==> src/rtl/csr_tap_trace_sequencer_if.sv <==
`default_nettype none
// ============================================================================
// Module      : csr_tap_trace_sequencer_if
// Description : Bundle of the CSR tap snapshot input and the serialized trace
//               word stream produced by csr_tap_trace_sequencer.
//               master : the environment (drives snapshots, accepts words)
//               slave  : the sequencer
// Ports       : snap_valid / snap_data            snapshot strobe and data
//               out_valid / out_ready / out_data  trace word stream
//               out_last                          final word of a packet
//               overflow_cnt                      dropped-snapshot count
//               busy                              work pending or in flight
// Revision    : 1.0  initial release
// ============================================================================
interface csr_tap_trace_sequencer_if #(
    parameter int SNAP_W = 143,
    parameter int OUT_W  = 32
);
    logic              snap_valid;
    logic [SNAP_W-1:0] snap_data;
    logic              out_valid;
    logic              out_ready;
    logic [OUT_W-1:0]  out_data;
    logic              out_last;
    logic [15:0]       overflow_cnt;
    logic              busy;

    modport master (
        output snap_valid, snap_data, out_ready,
        input  out_valid, out_data, out_last, overflow_cnt, busy
    );

    modport slave (
        input  snap_valid, snap_data, out_ready,
        output out_valid, out_data, out_last, overflow_cnt, busy
    );
endinterface
`default_nettype wire

==> src/rtl/csr_tap_trace_sequencer.sv <==
`default_nettype none
// ============================================================================
// Module      : csr_tap_trace_sequencer
// Description : Captures a CSR snapshot on every retire strobe into a small
//               FIFO and serializes each entry as a packet of OUT_W-bit words
//               on a valid/ready stream. Snapshots arriving while the FIFO is
//               full (and nothing is popped) are dropped and counted.
// Ports       : clock    single clock, rising edge
//               reset_n  asynchronous active-low reset
//               bus      csr_tap_trace_sequencer_if.slave (snapshot in,
//                        word stream out, overflow_cnt, busy)
// Options     : CSR_TAP_TRACE_TIMESTAMP_EN - prepends a 32-bit free-running
//               cycle timestamp (captured at push) as word 0 of each packet.
//               Timestamp mode assumes OUT_W >= 32.
// Revision    : 1.0  initial release
// ============================================================================
module csr_tap_trace_sequencer #(
    parameter int SNAP_W     = 143,
    parameter int FIFO_DEPTH = 4,
    parameter int OUT_W      = 32
) (
    input  wire logic                clock,
    input  wire logic                reset_n,
    csr_tap_trace_sequencer_if.slave bus
);
    localparam int c_NW = (SNAP_W + OUT_W - 1) / OUT_W;
`ifdef CSR_TAP_TRACE_TIMESTAMP_EN
    localparam int c_TS_W   = 32;
    localparam int c_LEAD_W = OUT_W;        // word 0 carries the timestamp
    localparam int c_NWORDS = c_NW + 1;
`else
    localparam int c_TS_W   = 0;
    localparam int c_LEAD_W = 0;
    localparam int c_NWORDS = c_NW;
`endif
    localparam int c_ENT_W  = SNAP_W + c_TS_W;
    localparam int c_PKT_W  = c_NWORDS * OUT_W;
    localparam int c_PTR_W  = $clog2(FIFO_DEPTH);
    localparam int c_IDX_W  = (c_NWORDS > 1) ? $clog2(c_NWORDS) : 1;
    localparam logic [c_IDX_W-1:0] c_LAST_IDX = c_IDX_W'(c_NWORDS - 1);
    localparam logic [c_PTR_W:0]   c_FULL_CNT = (c_PTR_W + 1)'(FIFO_DEPTH);

    typedef enum logic [0:0] {
        S_IDLE = 1'b0,
        S_SEND = 1'b1
    } state_t;

    state_t               r_state;
    state_t               w_state_nxt;
    logic [c_IDX_W-1:0]   r_idx;
    logic [c_IDX_W-1:0]   w_idx_nxt;
    logic [c_ENT_W-1:0]   r_mem [FIFO_DEPTH];
    logic [c_PTR_W-1:0]   r_wr_ptr;
    logic [c_PTR_W-1:0]   r_rd_ptr;
    logic [c_PTR_W:0]     r_count;
    logic [c_PKT_W-1:0]   r_pkt;
    logic [15:0]          r_ovf;
    logic [c_ENT_W-1:0]   w_push_entry;
    logic [c_ENT_W-1:0]   w_head;
    logic [c_PKT_W-1:0]   w_pkt_image;
    logic [OUT_W-1:0]     w_words [c_NWORDS];
    logic                 w_push;
    logic                 w_pop;
    logic                 w_drop;
    logic                 w_full;
    logic                 w_empty;
    logic                 w_send;

    // ------------------------------------------------------------------
    // Entry assembly (timestamp sits in the low bits of the entry)
    // ------------------------------------------------------------------
`ifdef CSR_TAP_TRACE_TIMESTAMP_EN
    logic [31:0] r_ts;

    always_ff @(posedge clock or negedge reset_n) begin
        if (!reset_n) begin
            r_ts <= 32'd0;
        end else begin
            r_ts <= r_ts + 32'd1;
        end
    end

    assign w_push_entry = {bus.snap_data, r_ts};
`else
    assign w_push_entry = bus.snap_data;
`endif

    // ------------------------------------------------------------------
    // Snapshot FIFO
    // ------------------------------------------------------------------
    assign w_full  = (r_count == c_FULL_CNT);
    assign w_empty = (r_count == '0);
    assign w_head  = r_mem[r_rd_ptr];
    // A pop in the same cycle frees a slot, so a full FIFO still accepts.
    assign w_push  = bus.snap_valid && (!w_full || w_pop);
    assign w_drop  = bus.snap_valid && w_full && !w_pop;

    always_ff @(posedge clock) begin
        if (w_push) begin
            r_mem[r_wr_ptr] <= w_push_entry;
        end
    end

    always_ff @(posedge clock or negedge reset_n) begin
        if (!reset_n) begin
            r_wr_ptr <= '0;
            r_rd_ptr <= '0;
            r_count  <= '0;
        end else begin
            if (w_push) begin
                r_wr_ptr <= r_wr_ptr + 1'b1;
            end
            if (w_pop) begin
                r_rd_ptr <= r_rd_ptr + 1'b1;
            end
            case ({w_push, w_pop})
                2'b10:   r_count <= r_count + 1'b1;
                2'b01:   r_count <= r_count - 1'b1;
                default: r_count <= r_count;
            endcase
        end
    end

    // ------------------------------------------------------------------
    // Packet image: optional timestamp word, then snapshot, zero-padded
    // ------------------------------------------------------------------
    always_comb begin
        w_pkt_image = '0;
        w_pkt_image[c_LEAD_W +: SNAP_W] = w_head[c_ENT_W-1 -: SNAP_W];
`ifdef CSR_TAP_TRACE_TIMESTAMP_EN
        w_pkt_image[31:0] = w_head[31:0];
`endif
    end

    for (genvar gi = 0; gi < c_NWORDS; gi++) begin : g_words
        assign w_words[gi] = r_pkt[gi*OUT_W +: OUT_W];
    end

    // ------------------------------------------------------------------
    // Serializer FSM
    // ------------------------------------------------------------------
    always_comb begin
        w_state_nxt = r_state;
        w_idx_nxt   = r_idx;
        w_pop       = 1'b0;
        case (r_state)
            S_IDLE: begin
                if (!w_empty) begin
                    w_pop       = 1'b1;
                    w_state_nxt = S_SEND;
                    w_idx_nxt   = '0;
                end
            end
            S_SEND: begin
                if (bus.out_ready) begin
                    if (r_idx == c_LAST_IDX) begin
                        // Reload straight from the FIFO so packets run back-to-back.
                        w_idx_nxt = '0;
                        if (!w_empty) begin
                            w_pop = 1'b1;
                        end else begin
                            w_state_nxt = S_IDLE;
                        end
                    end else begin
                        w_idx_nxt = r_idx + 1'b1;
                    end
                end
            end
            default: begin
                w_state_nxt = S_IDLE;
                w_idx_nxt   = '0;
            end
        endcase
    end

    always_ff @(posedge clock or negedge reset_n) begin
        if (!reset_n) begin
            r_state <= S_IDLE;
            r_idx   <= '0;
            r_pkt   <= '0;
            r_ovf   <= 16'd0;
        end else begin
            r_state <= w_state_nxt;
            r_idx   <= w_idx_nxt;
            if (w_pop) begin
                r_pkt <= w_pkt_image;
            end
            if (w_drop && (r_ovf != 16'hFFFF)) begin
                r_ovf <= r_ovf + 16'd1;
            end
        end
    end

    // ------------------------------------------------------------------
    // Outputs
    // ------------------------------------------------------------------
    assign w_send           = (r_state == S_SEND);
    assign bus.out_valid    = w_send;
    assign bus.out_data     = w_send ? w_words[r_idx] : '0;
    assign bus.out_last     = w_send && (r_idx == c_LAST_IDX);
    assign bus.overflow_cnt = r_ovf;
    assign bus.busy         = !w_empty || w_send;

endmodule
`default_nettype wire

==> src/flat_wrapper.sv <==
// flat-port wrapper written by rule: the top's interface ports become plain ports
module csr_tap_trace_sequencer_flat 
#(
    parameter int SNAP_W     = 143,
    parameter int FIFO_DEPTH = 4,
    parameter int OUT_W      = 32
)
  (clock, reset_n, bus_snap_valid, bus_snap_data, bus_out_ready, bus_out_valid, bus_out_data, bus_out_last, bus_overflow_cnt, bus_busy);
  csr_tap_trace_sequencer_if #(.SNAP_W(SNAP_W), .OUT_W(OUT_W)) bus_i ();
  input  wire logic clock;
  input  wire logic reset_n;
  input wire logic [$bits(bus_i.snap_valid)-1:0] bus_snap_valid;
  input wire logic [$bits(bus_i.snap_data)-1:0] bus_snap_data;
  input wire logic [$bits(bus_i.out_ready)-1:0] bus_out_ready;
  output wire logic [$bits(bus_i.out_valid)-1:0] bus_out_valid;
  output wire logic [$bits(bus_i.out_data)-1:0] bus_out_data;
  output wire logic [$bits(bus_i.out_last)-1:0] bus_out_last;
  output wire logic [$bits(bus_i.overflow_cnt)-1:0] bus_overflow_cnt;
  output wire logic [$bits(bus_i.busy)-1:0] bus_busy;
  assign bus_i.snap_valid = bus_snap_valid;
  assign bus_i.snap_data = bus_snap_data;
  assign bus_i.out_ready = bus_out_ready;
  assign bus_out_valid = bus_i.out_valid;
  assign bus_out_data = bus_i.out_data;
  assign bus_out_last = bus_i.out_last;
  assign bus_overflow_cnt = bus_i.overflow_cnt;
  assign bus_busy = bus_i.busy;
  csr_tap_trace_sequencer #(.SNAP_W(SNAP_W), .FIFO_DEPTH(FIFO_DEPTH), .OUT_W(OUT_W)) u_core (.clock(clock), .reset_n(reset_n), .bus(bus_i));
endmodule
==> config.mk <==
export PLATFORM = sky130hd
export DESIGN_NAME = csr_tap_trace_sequencer_flat
export DESIGN_NICKNAME = d
export VERILOG_FILES = /design/src/rtl/csr_tap_trace_sequencer_if.sv /design/src/rtl/csr_tap_trace_sequencer.sv /design/src/flat_wrapper.sv
export SDC_FILE = /design/constraint.sdc
export NUM_CORES = 1
export LEC_CHECK = 0
export ABC_AREA = 1
export CORE_MARGIN = 2
export CORE_UTILIZATION = 40
export CTS_CLUSTER_DIAMETER = 80
export DETAILED_ROUTE_END_ITERATION = 12
export PLACE_DENSITY = 0.56
export SLEW_MARGIN = 20
export SYNTH_ARGS = -nofsm -noshare
export SYNTH_HDL_FRONTEND = slang
export SYNTH_SLANG_ARGS = --single-unit
export TNS_END_PERCENT = 1
==> constraint.sdc <==
create_clock -name clock -period 9.03 [get_ports clock]
set_clock_uncertainty 0.05 [all_clocks]
set_input_delay 1.3545 -clock clock [delete_from_list [all_inputs] [get_ports clock]]
set_output_delay 1.3545 -clock clock [all_outputs]
set_load 0.02 [all_outputs]
# Word level (Yosys, flattened, before mapping)

Memories as Yosys holds them, arrays and structs flattened. A register that Yosys moved wholly into a read port is not among the register bits.
Cells that the tools add are included.

Flip-flop bits (word level): 27
Memory bits (writable): 572
Bits of input ports: 147
Output and inout port bits: 51
Memories: 1

$add $sub $neg: 6
Magnitude comparators: 1
Eq/ne operators: 7
Multiplexer cells: 18
Bitwise logic cells: 2
Reductions and logical operators: 14

Memories:

| name         | words | width | rd ports | clocked after Yosys merged registers in | wr ports | RTL line                      | text |
|---|---|---|---|---|---|---|---|
| u_core.r_mem | 4     | 143   | 1        | 1                                       | 1        | csr_tap_trace_sequencer.sv:52 | `logic [c_ENT_W-1:0] r_mem [FIFO_DEPTH];` |

Operators with widths:

| cell                                                      | number |
|---|---|
| binary-select mux 32 bit (select 3 bit)                   | 1 |
| two-way mux 32 bit                                        | 3 |
| adder 16 x 1 -> 16 bit (second input constant)            | 1 |
| inequality test 16 bit (second input constant)            | 1 |
| case mux 3 bit (2 select lines)                           | 2 |
| two-way mux 3 bit                                         | 3 |
| two-way mux 1 bit                                         | 7 |
| adder 3 x 1 -> 3 bit (second input constant)              | 2 |
| equality test 3 bit (second input constant)               | 2 |
| logical AND 1 bit                                         | 5 |
| adder 2 x 1 -> 2 bit (second input constant)              | 2 |
| greater-or-equal comparator 4 bit (second input constant) | 1 |
| zero test 1 bit                                           | 4 |
| inequality test 2 bit (second input constant)             | 2 |
| NOT 3 -> 4 bit                                            | 1 |
| case mux 1 bit (2 select lines)                           | 2 |
| zero test 3 bit                                           | 1 |
| subtractor 3 x 1 -> 3 bit (second input constant)         | 1 |
| equality test 2 x 1 -> 1 bit (second input constant)      | 1 |
| equality test 2 bit (second input constant)               | 1 |
| logical OR 1 bit                                          | 2 |
| AND reduction 2 bit                                       | 1 |
| nonzero test 2 bit                                        | 1 |
| NOT 1 bit                                                 | 1 |

# Logic depth before layout (Yosys ltp)

Depth in word-level cells: 9
Mapped depth: 13
Depth with buffers taken out: 11

# Worst setup path before layout

OpenSTA, ideal clock, no wires.

Path kind: input to register
Start: input bus_out_ready
End: memory u_core.r_mem[0][0] (netlist name), enable pin
Library setup time: 0.648 ns
Data arrival time: 7.762 ns
Required time: 8.332 ns
Path slack: 0.570 ns
Cell stages on the path: 6
Buffers on the path: 0
Path through: inv_1 > nand2_1 > nand3_4 > nand2_1 > nand2_1 > nor2_1

Longest elaborated chain between the ends: 6

RTL lines:

| item                                    | RTL line                       | text |
|---|---|---|
| start: declaration                      | flat_wrapper.sv:14             | `input wire logic [$bits(bus_i.out_ready)-1:0] bus_out_ready;` |
| two-way mux 1 bit                       | csr_tap_trace_sequencer.sv:155 | `if (bus.out_ready) begin` |
| case mux 1 bit (2 select lines)         | csr_tap_trace_sequencer.sv:146 | `case (r_state)` |
| logical OR 1 bit                        | csr_tap_trace_sequencer.sv:95  | `assign w_push = bus.snap_valid && (!w_full \|\| w_pop);` |
| logical AND 1 bit                       | csr_tap_trace_sequencer.sv:95  |  |
| two-way mux 1 bit                       | csr_tap_trace_sequencer.sv:99  | `if (w_push) begin` |
| two-way mux 1 bit (implied by the code) | csr_tap_trace_sequencer.sv:100 | `r_mem[r_wr_ptr] <= w_push_entry;` |
| end: declaration                        | csr_tap_trace_sequencer.sv:52  |  |

No other way between the ends.

# Worst setup path in the final report

Start: register u_core.r_idx[0]
End: output bus_out_data[2]

Longest elaborated chain between the ends: 5

RTL lines:

| item                                                   | RTL line                       | text |
|---|---|---|
| start: declaration                                     | csr_tap_trace_sequencer.sv:50  | `logic [c_IDX_W-1:0] r_idx;` |
| start signal: assignment                               | csr_tap_trace_sequencer.sv:184 | `r_idx <= w_idx_nxt;` |
| NOT 3 -> 4 bit (implied by the code)                   | csr_tap_trace_sequencer.sv:199 | `assign bus.out_data = w_send ? w_words[r_idx] : '0;` |
| binary-select mux 32 bit (select 3 bit)                | csr_tap_trace_sequencer.sv:199 |  |
| two-way mux 32 bit (implied by the code) (2 in series) | csr_tap_trace_sequencer.sv:199 |  |
| two-way mux 32 bit                                     | csr_tap_trace_sequencer.sv:199 |  |
| end: declaration                                       | flat_wrapper.sv:16             | `output wire logic [$bits(bus_i.out_data)-1:0] bus_out_data;` |

No other way between the ends. The select of a mux whose other input is x is not followed.

==> flow_summary.toml <==
[timing]
rsz0062_at_grt = "no"
fin_tns_setup_ns = 0
slew_headroom_pct = 29.0
fin_crit_ns = 5.65
fmax_ghz = 0.177
worst_pin_slew_ns = 1.07
final-hold-violation-count = 0
slew_violations = 0
final-setup-viol-count = 0
fin_crit_sh_pct = 62.5
holdWs_ns = 0.430

[route]
drc_errors = 0
viasPerCell = 5.20
wl_per_cell_um = 20.8
drtPass1Iterations = 7
drt_iter0_drc = 1438
antenna_left = 0
routed_wl_um = 74200
num_vias = 18500

[worst_setup_path]
start_kind = "flop"
cp_cell_sequence = "inv_2 -> buf_4 -> nand4_1 -> o22ai_1 -> clkdlybuf4s50_1"
cp_max_fo = 83
r2r_start = "u_core.r_idx[0]"
crit_end = "bus_out_data[2]"
reg2reg_to = "u_core.r_pkt[89]"
crit_type = "reg2out"
end_kind = "primary output"
cpPeakStageDelay_ns = 0.87
crit_arrival_ns = 4.24
cp_slowest_cell = "nand4_1"
cp.required_ns = 7.63
cp-startpoint = "u_core.r_idx[0]"
reg2reg_slack_ns = 4.33
reg2regPathDepth = 10

[global_routing]
grt_first_pass_wirelength_um = 111000
grt_remaining_overflow = 0
grt_antenna_before_repair = 14
grt_use_total_pct = 19.4
grt_pass1_vias = 18100
grt_max_degree = 192

[clock_tree]
cts_setup_buffers = 0
cts.clk_slew.worst_paths_ns = 0.06
clk_latency_ns = 0.63
htree_num_levels = 3
root_buffer = "clkbuf_16"
cts_tree = "done"
cts_sinks = 742
cts_max_path_buffers = 3
cts_resized = 0
postCtsHoldBufs = 0
cts_buffers = 81

[cells_and_area]
nFillCells = 6393
final_area_um2 = 34800
area_delta_synth_final_pct = 17.9
nets = 2689
layout-drive-gt1-share_pct = 6.73
seq_area_um2 = 21400
multi_input_area_um2 = 6930
fin_util_pct = 47.7

[place]
dp_hpwl_um = 44700
gp_congestion = 0.825
port_buffers = 197
post_dp_cell_area_um2 = 32100

[logic_synthesis]
synth_xor_area_share_pct = 0.505
synth_simple_gate_area_share_pct = 9.58
synth_edf_count = 572
synth_flop_cell = "edfxtp_1"
synth_fp_nets = 2537
synth_fa_ha_area_share_pct = 0.365
synth_top_family_by_area = "compound AO/OA/AOI/OAI gates"
synthCells = 2382
synth_mux_area_share_pct = 2.68
avgSynthCellArea_um2 = 12.4
synth_async_sr_flop_share_pct = 22.9
synth_cell_types = 35
yosysWarnings = 0
netlist_area_um2 = 29500
ys_ff_latch = 742
seq_area_frac_synth_pct = 72.7
synth_compound_gate_area_share_pct = 10.2

[floorplan]
die_h_um = 276
dieArea_um2 = 75900
ios = 198
num_rows = 99
die_w_um = 276
start_util_pct = 40.4
fp.coreArea_um2 = 73000

[status]
status = "completed"

[min_path]
hp-class = "reg2reg"

[pwr]
power_density_nw_per_um2 = 344
vdd_drop_max_mv = 0.232
cellLeakagePower_nw = 12.8

[flow_run]
maxCapViolations = 0
## power by group
| group | switching [mW] | total (mW) | leakage (nW) | internal [mW] |
|---|---|---|---|---|
| sequential | 0.410 | 5.00 | 7.36 | 4.59 |
| clock | 1.33 | 3.28 | 1.31 | 1.95 |
| combinational | 2.50 | 3.70 | 4.12 | 1.19 |
## Yosys cell counts (9+ instances only)
library cell / number / area share (%)
inv_1: 89 / 1.1
dfrtp_1: 170 / 14
mux2i_1: 79 / 2.7
nand2_1: 408 / 5.2
nor2_1: 291 / 3.7
edfxtp_1: 572 / 58
buf_6: 20 / 0.76
a31o_2: 15 / 0.45
o22ai_1: 94 / 2.0
xor2_1: 10 / 0.30
o21ai_0: 319 / 5.4
o21ai_1: 72 / 1.2
clkbuf_1: 57 / 0.73
buf_2: 48 / 0.81
buf_1: 9 / 0.11
buf_4: 11 / 0.28
a21oi_1: 67 / 1.1
nand3_1: 10 / 0.17
## worst max-delay path, delay by kind of cell (launching register included)
family,cells,cell delay (ns)
AOI/OAI and AO/OA,1,0.58
buffers and inverters,3,1.43
DFF,1,0.70
and+or+nand+nor,1,0.87
## cell families after synthesis
logic type / Yosys count
flip-flops: 742
buffers and inverters: 240
AO/OA/AOI/OAI: 568
AND/OR/NAND/NOR: 728
multiplexers: 79
adder cells (fa/ha/maj): 8
XOR/XNOR: 17
## state kept, by name (all words and copies together), names as in the netlist
name                     cells
u_core.r_wr_ptr              2
u_core.bus.overflow_cnt     16
u_core.r_mem               572
u_core.r_rd_ptr              2
u_core.bus.out_valid         1
u_core.r_pkt               143
u_core.r_idx                 3
u_core.r_count               3
## per-layer routing
| layer | part of all wire [%] | vias to the layer above | wire length (um) | track usage [%] |
|---|---|---|---|---|
| met1 | 43 | 9222 | 32100 | 25.6 |
| li1 | - | 8713 | - | - |
| met3 | 5.4 | 127 | 3980 | 4.43 |
| met4 | 3.4 | 18 | 2560 | 7.41 |
| met2 | 48 | 451 | 35400 | 31.4 |
| met5 | 0.15 | - | 113 | 0 |
## area by class of cell
| class | instances | share of cell area (%) |
|---|---|---|
| multi-input cells | 1400 | 19.9 |
| inverters | 94 | 1.04 |
| diodes | 6 | 0.0432 |
| clock inverters | 33 | 0.968 |
| repair buffers | 215 | 6.21 |
| clock buffers | 118 | 6.70 |
| well taps | 959 | 3.45 |
| flip-flops and latches | 742 | 61.7 |
## cells in the final DEF, fill, tap and decap left out, types with 12 or more instances in the layout
cell             netlist  routed
nand2_1              408     407
dfrtp_1              170     167
clkinv_2               0      12
clkbuf_16              0      84
inv_1                 89      88
o22ai_1               94      94
o21ai_0              319     319
nor2_1               291     287
mux2i_1               79      79
a21oi_1               67      67
edfxtp_1             572     572
a31o_2                15      15
clkdlybuf4s50_1        0     196
clkbuf_1              57      24
buf_4                 11      14
o21ai_1               72      72
## through the flow
step / total power, mW / instances / setup slack [ns]
detailed placement: 8.78 / 3410 / 4.06
floorplan: 7.46 / 2382 / 0.570
global route: 12.6 / 3564 / 3.11
finish: 12.0 / 3567 / 3.38
global placement: 8.73 / 3410 / 4.14
CTS: 12.1 / 3561 / 3.36
## worst min path at each step
stage,start,to,slack (ns),depth (start not counted)
finish,u_core.r_pkt[23],u_core.r_pkt[23],0.43,2
detailed placement,u_core.r_pkt[21],u_core.r_pkt[21],0.41,2
global placement,u_core.r_pkt[2],u_core.r_pkt[2],0.41,2
global route,u_core.r_pkt[19],u_core.r_pkt[19],0.45,2
floorplan,u_core.r_pkt[15],u_core.r_pkt[15],0.39,2
CTS,u_core.r_pkt[126],u_core.r_pkt[126],0.43,2
(Power assumes the default switching activity.)
